===== src/rtl/hazard_scoreboard.sv =====
// Issue-side hazard scoreboard for the XM23 pipeline: tracks pending GPR/PSW
// writes in a fixed-latency shift pipeline and withholds issue on RAW/WAW hazards.
module hazard_scoreboard #(
  parameter int LAT    = 2,
  parameter int BYPASS = 0,
  parameter int CW     = 16
) (
  input  logic          clk,
  input  logic          reset,
  input  logic          en,
  input  logic          issue_valid,
  output logic          issue_ready,
  input  logic [2:0]    issue_src,
  input  logic [2:0]    issue_dst,
  input  logic          issue_src_rd,
  input  logic          issue_dst_rd,
  input  logic          issue_wb,
  input  logic          issue_psw_rd,
  input  logic          issue_psw_wr,
  input  logic          flush,
  output logic          wb_valid,
  output logic [2:0]    wb_dst,
  output logic          psw_wb,
  output logic [7:0]    busy,
  output logic          psw_busy,
  output logic [CW-1:0] issue_cnt,
  output logic [CW-1:0] stall_cnt
);

  typedef struct packed {
    logic       v;
    logic [2:0] dst;
    logic       wb;
    logic       pw;
  } stage_t;

  // With bypass, the retiring stage is invisible to the hazard check only.
  localparam int HAZ_LAST = (BYPASS != 0) ? LAT - 1 : LAT;

  stage_t     stg [1:LAT];
  logic [7:0] haz_busy;
  logic       haz_psw;
  logic       hazard;
  logic       accept;
  logic       stall;

  // NOTE: every output of this block gets a default first, so no path leaves
  // a signal unassigned and no latch is inferred.
  always_comb begin
    busy     = '0;
    psw_busy = 1'b0;
    haz_busy = '0;
    haz_psw  = 1'b0;
    for (int k = 1; k <= LAT; k++) begin
      if (stg[k].v && stg[k].wb) busy[stg[k].dst] = 1'b1;
      if (stg[k].v && stg[k].pw) psw_busy = 1'b1;
      if (k <= HAZ_LAST) begin
        if (stg[k].v && stg[k].wb) haz_busy[stg[k].dst] = 1'b1;
        if (stg[k].v && stg[k].pw) haz_psw = 1'b1;
      end
    end
  end

  assign hazard = (issue_src_rd & haz_busy[issue_src])
                | (issue_dst_rd & haz_busy[issue_dst])
                | (issue_wb     & haz_busy[issue_dst])
                | (issue_psw_rd & haz_psw);

  // Gated by reset so nothing is offered while the scoreboard is held in reset.
  assign issue_ready = reset & en & ~flush & ~hazard;
  assign accept      = issue_valid & issue_ready;
  assign stall       = issue_valid & en & ~issue_ready;

  // Retire outputs come straight from the last stage, qualified by en so a
  // frozen pipeline never presents the same write-back twice.
  assign wb_valid = en & stg[LAT].v & stg[LAT].wb;
  assign wb_dst   = wb_valid ? stg[LAT].dst : 3'd0;
  assign psw_wb   = en & stg[LAT].v & stg[LAT].pw;

  // NOTE: sequential state uses non-blocking assignments only, so the stage
  // shift reads every old value before any stage is overwritten.
  always_ff @(posedge clk or negedge reset) begin
    if (!reset) begin
      // NOTE: the stage array is small control state, not storage, so every
      // entry is cleared; in-flight ops must vanish on reset.
      for (int k = 1; k <= LAT; k++) stg[k] <= '0;
      issue_cnt <= '0;
      stall_cnt <= '0;
    end else if (en) begin
      if (flush) begin
        for (int k = 1; k <= LAT; k++) stg[k] <= '0;
      end else begin
        for (int k = LAT; k >= 2; k--) stg[k] <= stg[k-1];
        stg[1] <= accept ? {1'b1, issue_dst, issue_wb, issue_psw_wr} : '0;
      end
      if (accept && issue_cnt != '1) issue_cnt <= issue_cnt + CW'(1);
      if (stall  && stall_cnt != '1) stall_cnt <= stall_cnt + CW'(1);
    end
  end

endmodule


===== config.mk =====
export PLATFORM = sky130hd
export DESIGN_NAME = hazard_scoreboard
export DESIGN_NICKNAME = d
export VERILOG_FILES = /design/src/rtl/hazard_scoreboard.sv
export SDC_FILE = /design/constraint.sdc
export NUM_CORES = 1
export LEC_CHECK = 0
export ABC_AREA = 1
export BUFFER_PORTS_ARGS = -buffer_cell sky130_fd_sc_hd__buf_2
export CORE_ASPECT_RATIO = 0.7
export CORE_MARGIN = 1.5
export CORE_UTILIZATION = 45
export CTS_CLUSTER_SIZE = 24
export DETAILED_ROUTE_END_ITERATION = 12
export PLACE_DENSITY = 0.77
export RECOVER_POWER = 25
export SYNTH_ARGS = -nofsm -noshare
export SYNTH_HDL_FRONTEND = slang
export SYNTH_SLANG_ARGS = --single-unit

===== constraint.sdc =====
create_clock -name clk -period 2 [get_ports clk]
set_input_delay 0.2 -clock clk [delete_from_list [all_inputs] [get_ports clk]]
set_output_delay 0.2 -clock clk [all_outputs]
set_load 0.01 [all_outputs]

==> results by group <==
Global routing
  • Overflow after GRT: 0
  • M2 GR Usage: 0.340
  • Largest net degree at the start of global routing: 45
  • Total GRT Usage: 0.218
  • GR Util met3: 0.0429
  • Met1 Use GR: 0.304
  • Antenna violations before repair: 0
  • First-pass GRT wire length: about 13000 um
  • Vias in the first global route: about 2800
  • Most Crowded Layer GR: met2

Synthesis
  • Synth top cells by count: nand2_1, nand3_1, dfrtp_1, inv_1
  • Mapped Avg Cell Area: about 7.7 sq um
  • Mapped Cells: between 300 and 400
  • #FFs+latches synth: 44
  • Cell area after synthesis: about 3000 sq um
  • Top-count cell post-synth: nand2_1
  • Register area share after synthesis: 0.367
  • Yosys top cell by area: dfrtp_1
  • Synthesized Nets: about 410
  • Primary FF master, synth: dfrtp_1
  • Synth Warn #: 0
  • Async set-reset flop share out of synthesis: 1.00
  • Yosys cell types: 35
  • Post-synth top area share: 0.367
  • Number of flops mapped to enable cells by yosys: 0
  • Synth area leaders: dfrtp_1, nand2_1, nand3_1

Clock tree
  • Total CTS buffers: 5
  • Clk buf depth: 2
  • Clock sink total: 44
  • Root buffer cell: clkbuf_8
  • TritonCTS clock tree: yes
  • Clk Latency, worst-skew pair: 0.29 ns
  • Number of H-tree levels: 2
  • CTS hold repair buffers: 0
  • Clock-pin slew on the worst setup and hold paths: 0.08 ns

Placed design
  • Placed cells: around 540
  • I/O Buffers: between 60 and 70
  • Post-DP Area: between 3000 and 4000 sq um
  • DP HPWL: around 5500 um
  • GPL Wtd Cong: around 0.92
  • Place WS: approximately 0.11 ns

Layout
  • Share of layout cells above drive strength 1: 0.338
  • Filler cells: ~610
  • # diodes: 0
  • Final core occ: 0.585
  • Fin cells: 564
  • Fin nets: 490
  • Area growth from synthesis to layout: 23.4%
  • Layout Cell Area excl Fill: approximately 3700 sq um

Worst hold path
  • Hold Path End: stg[6]
  • Origin of the worst min-delay path: issue_psw_wr
  • Hold Path Cell Cnt: 3
  • HP Class: in2reg

Timing
  • Actual slew at the worst max-slew pin: 1.09 ns
  • TNS Setup: 0 ns
  • Unrepaired setup endpoints after global routing: true
  • Setup Skew: roughly 0.0041 ns
  • Count of pins over their slew limit: 0
  • Final min period: 1.95 ns
  • Fmax: 512 MHz
  • Final Hold Violating Endpoints: 0
  • Final setup margin: between 0.04 and 0.05 ns
  • Endpoints failing setup: 0
  • Fin crit share: 0.977
  • Max-slew headroom: 0.274

Detailed routing
  • Antenna Nets Post-Route: 0
  • Via count: roughly 2900
  • Wire length per cell: 13.7 um
  • TritonRoute pass-1 iters: 4
  • Post-Route WL: slightly below 8000 um
  • Routed vias/inst: approximately 5
  • DRC viols: 0
  • Iter 0 DRT Violations: between 150 and 200

Run status
  • Status: finished clean

Worst setup path
  • Crit-path max FO: 4
  • Flop-to-flop setup slack: about 0.090 ns
  • Req. time, crit path: about 1.8 ns
  • CP endpoint kind: primary output
  • R2r worst-path depth: 13
  • RR Startpoint: stg[1]
  • Setup Crit Path Kind: reg2out
  • Arr. time, crit path: 1.75 ns
  • Critical Path Source Type: flop
  • Reg2Reg Capture Point: issue_cnt[3]

Floorplanning
  • Die Area: about 7200 sq um
  • Row cnt: 24
  • Core Region: between 6000 and 7000 sq um
  • # IOs: between 60 and 70
  • Die Ht: just over 70 um
  • Initial Util: 0.474
  • Die X: just over 100 um

Pwr
  • Peak VDD IR: roughly 0.00045 V
  • Leakage: between 2 and 2.5 nW
  • Pwr Density: 545 nW/um^2

Job
  • Max-cap violation count: 0
[worst max-delay path by stage]
stage | from | end | slack, ns | cells after the start
2_1_floorplan | issue_cnt[0] | issue_cnt[10] | 0.19 | 11
3_3_place_gp | issue_cnt[0] | issue_cnt[0] | 0.17 | 11
3_5_place_dp | issue_cnt[0] | issue_cnt[3] | 0.11 | 11
4_1_cts | stg[5] | issue_ready | 0.007 | 10
5_1_grt | stg[4] | issue_ready | -0.08 | 9
6_report | stg[1] | issue_ready | 0.05 | 10
[cell type report]
type / instances / area, sq um / area share
inverter: 39 / 146 / 0.0395
sequential: 44 / 1100 / 0.297
tap: 91 / 114 / 0.0307
clock buffer: 8 / 90.1 / 0.0243
timing repair buffer: 85 / 483 / 0.130
multi-input combinational: 297 / 1770 / 0.478
[registers in the layout, indices dropped and copies added, names as in the netlist]
register,cells
issue_cnt,16
stg,12
stall_cnt,16
[cells by family after synthesis]
kind of cell | Yosys count | synth area share
AND/OR/NAND/NOR | 256 | 0.431
buffers and inverters | 48 | 0.0759
flip-flops | 44 | 0.367
XOR/XNOR | 28 | 0.0817
AO/OA/AOI/OAI | 11 | 0.0359
adder cells (fa/ha/maj) | 2 | 0.00834
[routing by layer]
| metal | vias up | routed length [um] |
|---|---|---|
| met5 | - | 0 |
| met3 | 15 | 317 |
| met4 | 0 | 123 |
| li1 | 1432 | - |
| met1 | 1352 | 3710 |
| met2 | 77 | 3600 |
[power breakdown]
| part | internal, mW | switching, mW |
|---|---|---|
| clock network | 0.282 | 0.297 |
| registers | 0.944 | 0.0752 |
| logic | 0.180 | 0.240 |
[timing repair]
item	4_1_cts	5_1_grt
buffers inserted	1	14
resized for setup	1	28
pin swaps	2	11
endpoints found under the setup margin	1	25
[worst max-delay path, cell delays in order (launching register included)]
cell and delay [ns]:
dfrtp_1 0.41, nand2_4 0.10, nor2_4 0.21, nand2_2 0.11
nand3_2 0.09, nand3_1 0.07, nand3b_1 0.13, nand3_4 0.11
inv_2 0.07, nor2_2 0.04, buf_2 0.13
[layout by cell type, fill, tap and decap left out, types with 8 or more instances in the layout]
master | synthesis | routed
dfrtp_1 | 44 | 44
inv_1 | 33 | 30
xor2_1 | 20 | 20
nor3_1 | 9 | 9
nand2_1 | 107 | 97
buf_2 | 1 | 61
buf_4 | 2 | 21
nand3_2 | 3 | 8
nand2_2 | 19 | 27
nand3_1 | 72 | 67
xnor2_1 | 8 | 8
nor2_1 | 20 | 17
inv_2 | 6 | 9
[through the flow]
step,power [mW],hold WS (ns)
2_1_floorplan,1.26,-0.0956
3_3_place_gp,1.40,0.413
3_5_place_dp,1.41,0.410
4_1_cts,1.99,0.0891
5_1_grt,2.13,0.146
6_report,2.02,0.136
Note: power is estimated with default switching activity, not from simulation.
